[src/rtl/uart_pkg.sv]
// Shared definitions for the UART link: parity modes, FSM state types and
// the parity helper used by both the transmitter and the receiver.
package uart_pkg;

  localparam logic [1:0] PAR_NONE = 2'd0;
  localparam logic [1:0] PAR_EVEN = 2'd1;
  localparam logic [1:0] PAR_ODD  = 2'd2;

  typedef enum logic [2:0] {TX_IDLE, TX_START, TX_DATA, TX_PARITY, TX_STOP} tx_state_t;
  typedef enum logic [2:0] {RX_IDLE, RX_START, RX_DATA, RX_PARITY, RX_STOP} rx_state_t;

  // Data narrower than 8 bits is zero-extended by the caller; zeros do not change the XOR.
  function automatic logic parity_bit(input logic [7:0] data, input logic [1:0] mode);
    return (mode == PAR_ODD) ? ~(^data) : (^data);
  endfunction

endpackage

[src/rtl/uart_rx_fifo.sv]
// First-word-fall-through receive FIFO. A push while full is accepted only
// when a pop happens in the same cycle.
import uart_pkg::*;

module uart_rx_fifo #(
  parameter int DATA_W     = 8,
  parameter int FIFO_DEPTH = 8,
  localparam int AW        = $clog2(FIFO_DEPTH)
) (
  input  logic              clk,
  input  logic              reset,
  input  logic              push,
  input  logic [DATA_W-1:0] push_data,
  input  logic              pop,
  output logic [DATA_W-1:0] head,
  output logic              full,
  output logic              empty,
  output logic [AW:0]       count
);

  localparam logic [AW:0] FULL_CNT = (AW+1)'(FIFO_DEPTH);

  logic [DATA_W-1:0] mem [FIFO_DEPTH];
  logic [AW-1:0]     wr_ptr;
  logic [AW-1:0]     rd_ptr;
  logic              wr_en;
  logic              rd_en;

  assign full  = (count == FULL_CNT);
  assign empty = (count == '0);
  assign rd_en = pop && !empty;
  assign wr_en = push && (!full || rd_en);
  assign head  = empty ? '0 : mem[rd_ptr];

  always_ff @(posedge clk or posedge reset) begin
    if (reset) begin
      wr_ptr <= '0;
      rd_ptr <= '0;
      count  <= '0;
    end else begin
      if (wr_en) wr_ptr <= wr_ptr + AW'(1);
      if (rd_en) rd_ptr <= rd_ptr + AW'(1);
      count <= count + {{AW{1'b0}}, wr_en} - {{AW{1'b0}}, rd_en};
    end
  end

  always_ff @(posedge clk) begin
    if (wr_en) mem[wr_ptr] <= push_data;
  end

endmodule

[src/rtl/uart_link.sv]
// Full-duplex UART: handshaked transmitter plus a receiver with start-bit
// glitch rejection, parity/framing checks and a FWFT receive FIFO.
import uart_pkg::*;

module uart_link #(
  parameter int CLK_DIV    = 5208,
  parameter int DATA_W     = 8,
  parameter int PARITY     = 0,
  parameter int FIFO_DEPTH = 8
) (
  input  logic              clk,
  input  logic              reset,
  input  logic              rx,
  output logic              tx,
  input  logic [DATA_W-1:0] tx_data,
  input  logic              tx_valid,
  output logic              tx_ready,
  output logic [DATA_W-1:0] rx_data,
  output logic              rx_valid,
  input  logic              rx_ready,
  output logic              rx_frame_err,
  output logic              rx_parity_err,
  output logic              rx_overrun
);

  localparam int             CW       = $clog2(CLK_DIV);
  localparam logic [CW-1:0]  BIT_END  = CW'(CLK_DIV - 1);
  localparam logic [CW-1:0]  HALF_END = CW'(CLK_DIV / 2 - 1);
  localparam logic [2:0]     LAST_IDX = 3'(DATA_W - 1);
  localparam logic [1:0]     PMODE    = 2'(PARITY);
  localparam bit             HAS_PAR  = (PMODE != PAR_NONE);

  tx_state_t         tx_state, tx_state_n;
  logic [CW-1:0]     tx_cnt, tx_cnt_n;
  logic [2:0]        tx_idx, tx_idx_n;
  logic [DATA_W-1:0] tx_shift, tx_shift_n;
  logic              tx_par, tx_par_n;

  rx_state_t         rx_state, rx_state_n;
  logic [CW-1:0]     rx_cnt, rx_cnt_n;
  logic [2:0]        rx_idx, rx_idx_n;
  logic [DATA_W-1:0] rx_shift, rx_shift_n;
  logic              rx_par, rx_par_n;
  logic              rx_meta, rx_sync, rx_prev;
  logic              frame_err_n, parity_err_n, push_n, push_q;

  logic              fifo_full, fifo_empty, pop;
  logic [$clog2(FIFO_DEPTH):0] fifo_count;

  always_comb begin
    tx_state_n = tx_state;
    tx_cnt_n   = (tx_cnt == BIT_END) ? '0 : tx_cnt + CW'(1);
    tx_idx_n   = tx_idx;
    tx_shift_n = tx_shift;
    tx_par_n   = tx_par;
    tx         = 1'b1;
    tx_ready   = 1'b0;
    unique case (tx_state)
      TX_IDLE: begin
        tx_ready = 1'b1;
        tx_cnt_n = '0;
        tx_idx_n = '0;
        if (tx_valid) begin
          tx_shift_n = tx_data;
          tx_par_n   = parity_bit(8'(tx_data), PMODE);
          tx_state_n = TX_START;
        end
      end
      TX_START: begin
        tx = 1'b0;
        if (tx_cnt == BIT_END) tx_state_n = TX_DATA;
      end
      TX_DATA: begin
        tx = tx_shift[0];
        if (tx_cnt == BIT_END) begin
          tx_shift_n = tx_shift >> 1;
          tx_idx_n   = tx_idx + 3'd1;
          if (tx_idx == LAST_IDX) tx_state_n = HAS_PAR ? TX_PARITY : TX_STOP;
        end
      end
      TX_PARITY: begin
        tx = tx_par;
        if (tx_cnt == BIT_END) tx_state_n = TX_STOP;
      end
      TX_STOP: begin
        if (tx_cnt == BIT_END) tx_state_n = TX_IDLE;
      end
      default: tx_state_n = TX_IDLE;
    endcase
  end

  // Receiver: every sample after the start-bit check lands one bit period later, i.e. mid-bit.
  always_comb begin
    rx_state_n   = rx_state;
    rx_cnt_n     = rx_cnt + CW'(1);
    rx_idx_n     = rx_idx;
    rx_shift_n   = rx_shift;
    rx_par_n     = rx_par;
    frame_err_n  = 1'b0;
    parity_err_n = 1'b0;
    push_n       = 1'b0;
    unique case (rx_state)
      RX_IDLE: begin
        rx_cnt_n = '0;
        rx_idx_n = '0;
        if (rx_prev && !rx_sync) rx_state_n = RX_START;
      end
      RX_START: begin
        if (rx_cnt == HALF_END) begin
          rx_cnt_n   = '0;
          rx_state_n = rx_sync ? RX_IDLE : RX_DATA;
        end
      end
      RX_DATA: begin
        if (rx_cnt == BIT_END) begin
          rx_cnt_n   = '0;
          rx_shift_n = {rx_sync, rx_shift[DATA_W-1:1]};
          rx_idx_n   = rx_idx + 3'd1;
          if (rx_idx == LAST_IDX) rx_state_n = HAS_PAR ? RX_PARITY : RX_STOP;
        end
      end
      RX_PARITY: begin
        if (rx_cnt == BIT_END) begin
          rx_cnt_n   = '0;
          rx_par_n   = rx_sync;
          rx_state_n = RX_STOP;
        end
      end
      RX_STOP: begin
        if (rx_cnt == BIT_END) begin
          rx_cnt_n   = '0;
          rx_state_n = RX_IDLE;
          if (!rx_sync)
            frame_err_n = 1'b1;
          else if (HAS_PAR && (rx_par != parity_bit(8'(rx_shift), PMODE)))
            parity_err_n = 1'b1;
          else
            push_n = 1'b1;
        end
      end
      default: rx_state_n = RX_IDLE;
    endcase
  end

  always_ff @(posedge clk or posedge reset) begin
    if (reset) begin
      tx_state      <= TX_IDLE;
      tx_cnt        <= '0;
      tx_idx        <= '0;
      rx_state      <= RX_IDLE;
      rx_cnt        <= '0;
      rx_idx        <= '0;
      rx_meta       <= 1'b1;
      rx_sync       <= 1'b1;
      rx_prev       <= 1'b1;
      rx_frame_err  <= 1'b0;
      rx_parity_err <= 1'b0;
      push_q        <= 1'b0;
    end else begin
      tx_state      <= tx_state_n;
      tx_cnt        <= tx_cnt_n;
      tx_idx        <= tx_idx_n;
      rx_state      <= rx_state_n;
      rx_cnt        <= rx_cnt_n;
      rx_idx        <= rx_idx_n;
      rx_meta       <= rx;
      rx_sync       <= rx_meta;
      rx_prev       <= rx_sync;
      rx_frame_err  <= frame_err_n;
      rx_parity_err <= parity_err_n;
      push_q        <= push_n;
    end
  end

  always_ff @(posedge clk) begin
    tx_shift <= tx_shift_n;
    tx_par   <= tx_par_n;
    rx_shift <= rx_shift_n;
    rx_par   <= rx_par_n;
  end

  // rx_shift stays stable in RX_IDLE, so it doubles as the FIFO write data one cycle after the stop sample.
  assign pop        = rx_ready && !fifo_empty;
  assign rx_valid   = (fifo_count != '0);
  assign rx_overrun = push_q && fifo_full && !pop;

  uart_rx_fifo #(
    .DATA_W     (DATA_W),
    .FIFO_DEPTH (FIFO_DEPTH)
  ) u_fifo (
    .clk       (clk),
    .reset     (reset),
    .push      (push_q),
    .push_data (rx_shift),
    .pop       (pop),
    .head      (rx_data),
    .full      (fifo_full),
    .empty     (fifo_empty),
    .count     (fifo_count)
  );

endmodule
[config.mk]
export PLATFORM = sky130hd
export DESIGN_NAME = uart_link
export DESIGN_NICKNAME = d
export VERILOG_FILES = /design/src/rtl/uart_pkg.sv /design/src/rtl/uart_rx_fifo.sv /design/src/rtl/uart_link.sv
export SDC_FILE = /design/constraint.sdc
export NUM_CORES = 1
export LEC_CHECK = 0
export CAP_MARGIN = 0
export CORE_UTILIZATION = 30
export CTS_BUF_LIST = sky130_fd_sc_hd__clkbuf_2 sky130_fd_sc_hd__clkbuf_4 sky130_fd_sc_hd__clkbuf_8
export DETAILED_ROUTE_END_ITERATION = 6
export HOLD_SLACK_MARGIN = 0.06
export REMOVE_ABC_BUFFERS = 1
export SLEW_MARGIN = 20
export SYNTH_ARGS = -nofsm -noshare
export SYNTH_HDL_FRONTEND = slang
export SYNTH_SLANG_ARGS = --single-unit
[constraint.sdc]
create_clock -name clk -period 5.3 [get_ports clk]
set_clock_uncertainty 0.1 [all_clocks]
set_input_delay 1.59 -clock clk [delete_from_list [all_inputs] [get_ports clk]]
set_output_delay 1.59 -clock clk [all_outputs]
set_load 0.03 [all_outputs]
==> flow_summary.ini, run 1 <==
[final_layout]
fill_cells = 1858
antenna_cells = 0
syn2layout_area_growth_pct = 16.5
drive_gt1_share_pct = 19.0
final_util_pct = 35.8
layout.nets = 479

[drt]
drc_errors = 0
drtIter0Drc = 202
routedWlPerCell_um = 14.1
drt-total-wl_um = 10300
dr.pass1.iters = 4
postRouteAntennaNets = 0
vias = 3289
viasPerCell = 4.52

[worst_setup_path]
cp_common_cell = clkdlybuf4s50_1
max_stage_delay_ps = 660
crit_slowest_cell = clkdlybuf4s50_1
crit_type = in2out
worst-path-buf-inv = 2
cp_data_required_time_ps = 3610
path_cells = clkdlybuf4s50_1 > nand2_1 > and3_1 > clkdlybuf4s50_1
crit_path_max_fanout = 2
arrival_ps = 2900
startpoint = rx_ready
rr_startpoint = u_fifo.count[2]
crit_path_end_kind = output pin
crit_path_start_kind = input pin
cp_top_family = buffers and inverters

[cts]
insertion_delay_ps = 440
cts_sinks = 134
cts_made_buffers = 17
h-tree-depth = 4
cts_resized = 0
post_cts_buffers = 0
clk_path_buf_depth = 2
cts_hold_buf = 0
cts_tree = done
root_buffer = clkbuf_8
clk_pin_slew_ps = 80

[synth]
syn-cell-area_um2 = 5970
synth.distinct_cells = 59
synth_top_cell_by_area = edfxtp_1
synth-edff-count = 81
ys_top_cells_by_area = edfxtp_1 41%, dfrtp_1 21%, mux4_2 6.0%
ys_seq_area_share_pct = 63.0
ys_warn_count = 0
syn_avg_cell_area_um2 = 14.3
synthTopCellsByCount = 81 x edfxtp_1, 53 x nor2_1, 50 x dfrtp_1
ys_seq_elements = 134
async_flop_share_pct = 39.6
synth_top_area_share_pct = 40.7
ys.flop_type = edfxtp_1
synth.most_common_cell = edfxtp_1
synth_cells = 419

[placed_design]
port_buffers = 25
dp_hpwl_um = 6810
globalplace.congestion = 0.778

[timing]
tns_ps = 0
rsz0062_at_grt = no
slew_violations = 0
slew_headroom_pct = 37.2
fmax_mhz = 218
min_period_over_period_pct = 86.7
timing.hold.ws_ps = 266
max_slew.worst_pin.slew_ps = 936
setup_viol = 0
hold_violations = 0
finalCriticalPeriod_ps = 4590

[floorplanning]
core-area_um2 = 19500
fp.dieW_um = 143
rows = 51
die_area_um2 = 20500
die_y_um = 143
start_util_pct = 30.7
io_pins = 27

[run_status]
status = complete, no violations

[flow_run]
drv_cap = 0

[grt]
grt_pass1_vias = 3298
track_usage_pct = 11.0
grt_antenna_before_repair = 0
grt_pass1_wl_um = 16800
grt_overflow = 0
grt_max_degree = 54

[min_path]
hold_path.startpoint = rx_meta
hold_path.class = reg2reg

[power_and_ir_drop]
vdd_drop_max_mv = 0.177
pwr_density_cell_nw_per_um2 = 422
p_total_w = 0.00294
p_leak_nw = 2.68
-- per-layer routing --
metal / track usage [%] / routed length (um) / vias to the layer above
li1: - / - / 1588
met1: 13.3 / 4650 / 1659
met2: 18.2 / 5200 / 34
met3: 3.62 / 309 / 8
met4: 4.41 / 139 / 0
met5: 0 / 0 / -
-- registers in the layout (all words and copies together) (netlist names), 4 cells and up --
register / cells
u_fifo.count: 4
tx_shift: 8
rx_shift: 8
u_fifo.mem: 64
tx_cnt: 13
rx_cnt: 13
-- cells in the final DEF (no fill, tap or decap), drive strengths merged, types with 5 or more instances in the layout --
| cell | n |
|---|---|
| o21ai | 5 |
| nor2 | 53 |
| dfrtp | 50 |
| nor3 | 7 |
| buf | 8 |
| nand3 | 11 |
| mux2 | 12 |
| nand4 | 9 |
| mux2i | 9 |
| ha | 14 |
| clkbuf | 17 |
| xnor2 | 17 |
| clkinv | 5 |
| and3 | 8 |
| clkdlybuf4s50 | 25 |
| nand2 | 12 |
| edfxtp | 81 |
| inv | 20 |
| mux4 | 16 |
| nand2b | 6 |
| xor2 | 18 |
-- worst paths after layout --
| check | to | slack (ps) | depth (start not counted) |
|---|---|---|---|
| worst max-delay path | rx_overrun | 710 | 4 |
| worst min-delay path | rx_sync | 270 | 0 |
| worst max register to register | u_fifo.mem[5][5] | 2730 | 6 |
| worst min register to register | rx_sync | 270 | 0 |
| max in group asynchronous | rx_cnt[2] | 3020 | 2 |
| min in group asynchronous | tx_state[1] | 1530 | 2 |
-- power breakdown --
part	leakage, nW	switching [W]	internal, W
clock network	0.215	0.000410	0.000517
logic	1.04	0.000339	0.000372
registers	1.42	0.000130	0.00117
-- final cells by class --
| type | instances | area (um2) | share of cell area (%) |
|---|---|---|---|
| clock inverters | 14 | 200 | 2.88 |
| multi-input cells | 248 | 2060 | 29.6 |
| inverters | 17 | 65.1 | 0.935 |
| clock buffers | 17 | 234 | 3.36 |
| flip-flops and latches | 134 | 3760 | 54.1 |
| repair buffers | 33 | 310 | 4.46 |
| well taps | 265 | 332 | 4.76 |
-- stage by stage --
stage / worst slack [ps] / instances / area (um2)
after floorplan: 1640 / 399 / 5870
after global placement: 704 / 697 / 6530
after detailed placement: 698 / 697 / 6530
after CTS: 696 / 728 / 6960
after global routing: 629 / 728 / 6960
final: 706 / 728 / 6960
-- kinds of logic (layout without fill, tap and decap cells) --
| family | count (synthesis) | in the layout | synth area share, % |
|---|---|---|---|
| flops | 134 | 134 | 63.0 |
| fa+ha+maj | 15 | 15 | 3.27 |
| buf+inv | 37 | 81 | 2.76 |
| xor+xnor | 35 | 35 | 5.13 |
| compound gates | 23 | 23 | 2.93 |
| other cells | 1 | 1 | 0.0628 |
| simple gates | 137 | 137 | 12.9 |
| mux | 37 | 37 | 9.99 |
-- worst register-to-register path: cells and delay by family (launching register included) --
kind / cells / cell delay (ps)
adders and majority gates: 1 / 210
buffers and inverters: 1 / 70
DFF: 1 / 330
AOI/OAI and AO/OA: 1 / 440
and+or+nand+nor: 3 / 1060
(Power assumes the default switching activity.)
==> run 2, diff against run 1 <==
TNS_END_PERCENT = 100   (was not set)
clock period = 5.15 ns   (was 5.3 ns; I/O delays follow)
==> run 2 against run 1 <==
Final cell count rose by 0.41%. Power rose by 2.2%. Register-to-register slack got worse by 120 ps. Sequential share of layout area fell by 0.087 points. Routed wire length rose by 2.1%.
==> flow_summary.ini, run 2 (same netlist as run 1, synthesis figures left out) <==
[final_layout]
syn2layout_area_growth_pct = 16.7
antenna_cells = 0
fill_cells = 1888
final_util_pct = 35.8
layout.nets = 481
layout_commonest_cell = edfxtp_1
top_register = u_fifo.mem
layout_common_cells = 81 x edfxtp_1, 53 x nor2_1, 50 x dfrtp_1
reg.largest.list = u_fifo.mem x64, rx_cnt x13, tx_cnt x13
largest_register_ffs = 64
fin_area_um2 = 6970
instances_no_fill = 731
drive_gt1_share_pct = 19.5

[placed_design]
globalplace.congestion = 0.778
port_buffers = 25
place_area_um2 = 6540
dp_hpwl_um = 6810
placed_cells = 699

[drt]
drt-total-wl_um = 10500
routedWlPerCell_um = 14.4
wl_met2_um = 5390
drtIter0Drc = 160
drc_errors = 0
viasPerCell = 4.54
vias = 3320
postRouteAntennaNets = 0
drt-met1-wl_um = 4690
top_layer_used = met4
route.met3.wl_um = 291
dr.pass1.iters = 4

[min_path]
hold_path.class = reg2reg
hold_path.startpoint = rx_meta
min_path_cells = 0
min_to = rx_sync

[worst_setup_path]
crit_path_end_kind = output pin
rr_endpoint = u_fifo.count[2]
cp_data_required_time_ps = 3510
rr_startpoint = u_fifo.count[2]
arrival_ps = 2850
ff2ff_setup_slack_ps = 2610
crit_type = in2out
crit_path_max_fanout = 2
reg2regPathDepth = 12
crit_path_start_kind = input pin

[power_and_ir_drop]
p_leak_nw = 2.69
p_total_w = 0.00300
pwr_density_cell_nw_per_um2 = 430
vdd_drop_max_mv = 0.181

[grt]
grt_antenna_before_repair = 0
grt_pass1_wl_um = 17000
grt_max_degree = 54
grt_pass1_vias = 3360
track_usage_pct = 11.2
grt_overflow = 0

[timing]
setup_viol = 0
fmax_mhz = 223
rsz0062_at_grt = no
hold_violations = 0
finalCriticalPeriod_ps = 4490
slew_headroom_pct = 36.4
tns_ps = 0
slew_violations = 0
min_period_over_period_pct = 87.3
max_slew.worst_pin.slew_ps = 947

[cts]
clk_pin_slew_ps = 80
root_buffer = clkbuf_8
insertion_delay_ps = 440
cts_hold_buf = 0
h-tree-depth = 4
clk_path_buf_depth = 2
cts_made_buffers = 17
post_cts_buffers = 0
cts_resized = 0
cts_sinks = 134
cts_tree = done

[floorplanning]
die_area_um2 = 20500
rows = 51
io_pins = 27
core-area_um2 = 19500
fp.dieW_um = 143
die_y_um = 143
start_util_pct = 30.7

[run_status]
status = complete, no violations

[flow_run]
drv_cap = 0
## run 2: changes by cell type in the layout (fill, tap and decap cells not counted)
cell        before  now
clkinvlp_4       2    0
buf_4            8   10
inv_8            1    2
clkinv_2         3    1
inv_6            3    4
clkbuf_4         0    1
clkinv_4         2    4
bufinv_16        4    3
inv_4            0    1
## run 2: report_power, final
group          leakage (nW)  total (W)  switching [W]  internal, W
combinational          1.05   0.000748       0.000369     0.000379
clock                 0.220   0.000937       0.000438     0.000499
sequential             1.42    0.00132       0.000114      0.00120
## run 2: metrics by stage
step	hold WS (ps)	worst slack, ps
finish	271	656
global route	281	570
CTS	272	639
detailed placement	259	636
global placement	259	640
floorplan	245	1580
## run 2: layout make-up
class                      instances  area [um2]  area share (%)
clock buffer                      18         241            3.46
clock inverter                    14         188            2.69
inverter                          17        66.3           0.951
multi-input combinational        248        2060            29.5
sequential                       134        3760            54.0
tap                              265         332            4.76
timing repair buffer              35         325            4.67
## run 2: worst max-delay path: stages
cell             delay, ps
clkdlybuf4s50_1        420
nand2_1                 80
and3_1                 150
clkdlybuf4s50_1        660
## run 2: worst max path at each step
stage | depth (start not counted) | to | start
after global routing | 4 | rx_overrun | rx_ready
after floorplan | 2 | rx_overrun | rx_ready
after global placement | 4 | rx_overrun | rx_ready
after detailed placement | 4 | rx_overrun | rx_ready
after CTS | 4 | rx_overrun | rx_ready
final | 4 | rx_overrun | rx_ready
## run 2: routing by layer
layer  track usage, %  up-vias
li1                 -     1594
met1             13.0     1676
met2             19.1       38
met3             3.42       12
met4             4.75        0
met5                0        -
==> run 3, diff against run 2 <==
CORE_MARGIN = 2   (was not set)
==> run 3 against run 2 <==
Register-to-register slack lost 90 ps. Global-route usage decreased by 0.39 points. Combinational power fell by 2%. Critical path type unchanged. Final area down 0.63%. Final cell count fell by 0.14%. Sequential share of layout area grew 0.34 points. Routed wire length up 0.84%.
==> flow_summary.ini, run 3 (same netlist as run 1, synthesis figures left out) <==
[run_status]
status = complete, no violations

[final_layout]
multi_input_area_um2 = 2050
layout.nets = 480
drive_gt1_share_pct = 18.7
syn2layout_area_growth_pct = 16.0
layout_common_cells = 81 x edfxtp_1, 53 x nor2_1, 50 x dfrtp_1
antenna_cells = 0
reg.largest.list = u_fifo.mem x64, rx_cnt x13, tx_cnt x13
largest_register_ffs = 64
fill_cells = 1884
regArea_um2 = 3760
layout_commonest_cell = edfxtp_1
top_register = u_fifo.mem
fin_area_um2 = 6930

[floorplanning]
rows = 51
core-area_um2 = 19500
die_area_um2 = 21100
die_y_um = 145
start_util_pct = 30.6
io_pins = 27
fp.dieW_um = 145

[min_path]
min_path_cells = 0
min_to = rx_sync
hold_path.class = reg2reg
hold_path.startpoint = rx_meta

[timing]
hold_violations = 0
tns_ps = 0
slew_violations = 0
rsz0062_at_grt = no
fmax_mhz = 222
setup_viol = 0
slew_headroom_pct = 36.5
finalCriticalPeriod_ps = 4510
min_period_over_period_pct = 87.6
max_slew.worst_pin.slew_ps = 950

[worst_setup_path]
crit_path_end_kind = output pin
rr_endpoint = u_fifo.mem[3][0]
arrival_ps = 2860
cp_data_required_time_ps = 3510
ff2ff_setup_slack_ps = 2520
crit_path_max_fanout = 2
reg2regPathDepth = 6
crit_type = in2out
rr_startpoint = u_fifo.count[2]
crit_path_start_kind = input pin

[grt]
grt_pass1_wl_um = 17700
grt_max_degree = 54
track_usage_pct = 10.8
grt_overflow = 0
grt_antenna_before_repair = 0
grt_pass1_vias = 3374

[placed_design]
port_buffers = 25
dp_hpwl_um = 7010
place_area_um2 = 6520
globalplace.congestion = 0.779

[cts]
h-tree-depth = 4
cts_made_buffers = 17
clk_path_buf_depth = 2
root_buffer = clkbuf_8
clk_pin_slew_ps = 70
cts_hold_buf = 0
cts_sinks = 134
insertion_delay_ps = 450
cts_resized = 0
cts_tree = done
post_cts_buffers = 0

[drt]
routedWlPerCell_um = 14.5
drt-total-wl_um = 10600
drc_errors = 0
viasPerCell = 4.56
vias = 3327
drtIter0Drc = 239
dr.pass1.iters = 4
postRouteAntennaNets = 0

[power_and_ir_drop]
pwr_density_cell_nw_per_um2 = 427
vdd_drop_max_mv = 0.138
p_leak_nw = 2.66

[flow_run]
drv_cap = 0
[run 3: changes by cell type in the layout (fill, tap and decap cells not counted), sizes merged]
cell      before  now
buf           10    9
clkinv         5    8
clkinvlp       0    2
inv           23   17
clkbuf        18   19
[run 3: power by group]
part / switching, W / internal (W)
registers: 0.000130 / 0.00120
logic: 0.000352 / 0.000379
clock network: 0.000407 / 0.000486
total: 0.000889 / 0.00207
[run 3: final cells by class]
class | instances | share of cell area [%]
Sequential cell | 134 | 54.3
Multi-Input combinational cell | 248 | 29.5
Tap cell | 265 | 4.79
Timing Repair Buffer | 34 | 4.59
Clock buffer | 19 | 3.59
Clock inverter | 13 | 2.24
Inverter | 17 | 0.939
[run 3: metal layers]
layer	global-route usage, %	part of all wire, %
met1	13.4	45
met2	17.3	50
met3	3.77	3.5
met4	4.41	1.4
met5	0	0
[run 3: per-stage QoR]
stage / util (%) / worst slack (ps) / hold slack (ps) / power, W / instances
global placement: 33.4 / 639 / 246 / 0.00208 / 698
floorplan: - / 1580 / 245 / 0.00185 / 399
detailed placement: 33.4 / 643 / 252 / 0.00210 / 698
CTS: 35.5 / 632 / 263 / 0.00300 / 730
global route: 35.5 / 490 / 270 / 0.00313 / 730
finish: 35.5 / 641 / 263 / 0.00296 / 730
[run 3: worst max-delay path by stage]
stage | start | to | depth (start not counted)
3_3_place_gp | rx_ready | rx_overrun | 4
2_1_floorplan | rx_ready | rx_overrun | 2
4_1_cts | rx_ready | rx_overrun | 4
5_1_grt | u_fifo.rd_ptr[0] | rx_data[4] | 5
3_5_place_dp | rx_ready | rx_overrun | 4
6_report | rx_ready | rx_overrun | 4
[run 3: critical path, cell delays in order]
cell and delay [ps]:
clkdlybuf4s50_1 420, nand2_1 80, and3_1 160, clkdlybuf4s50_1 660
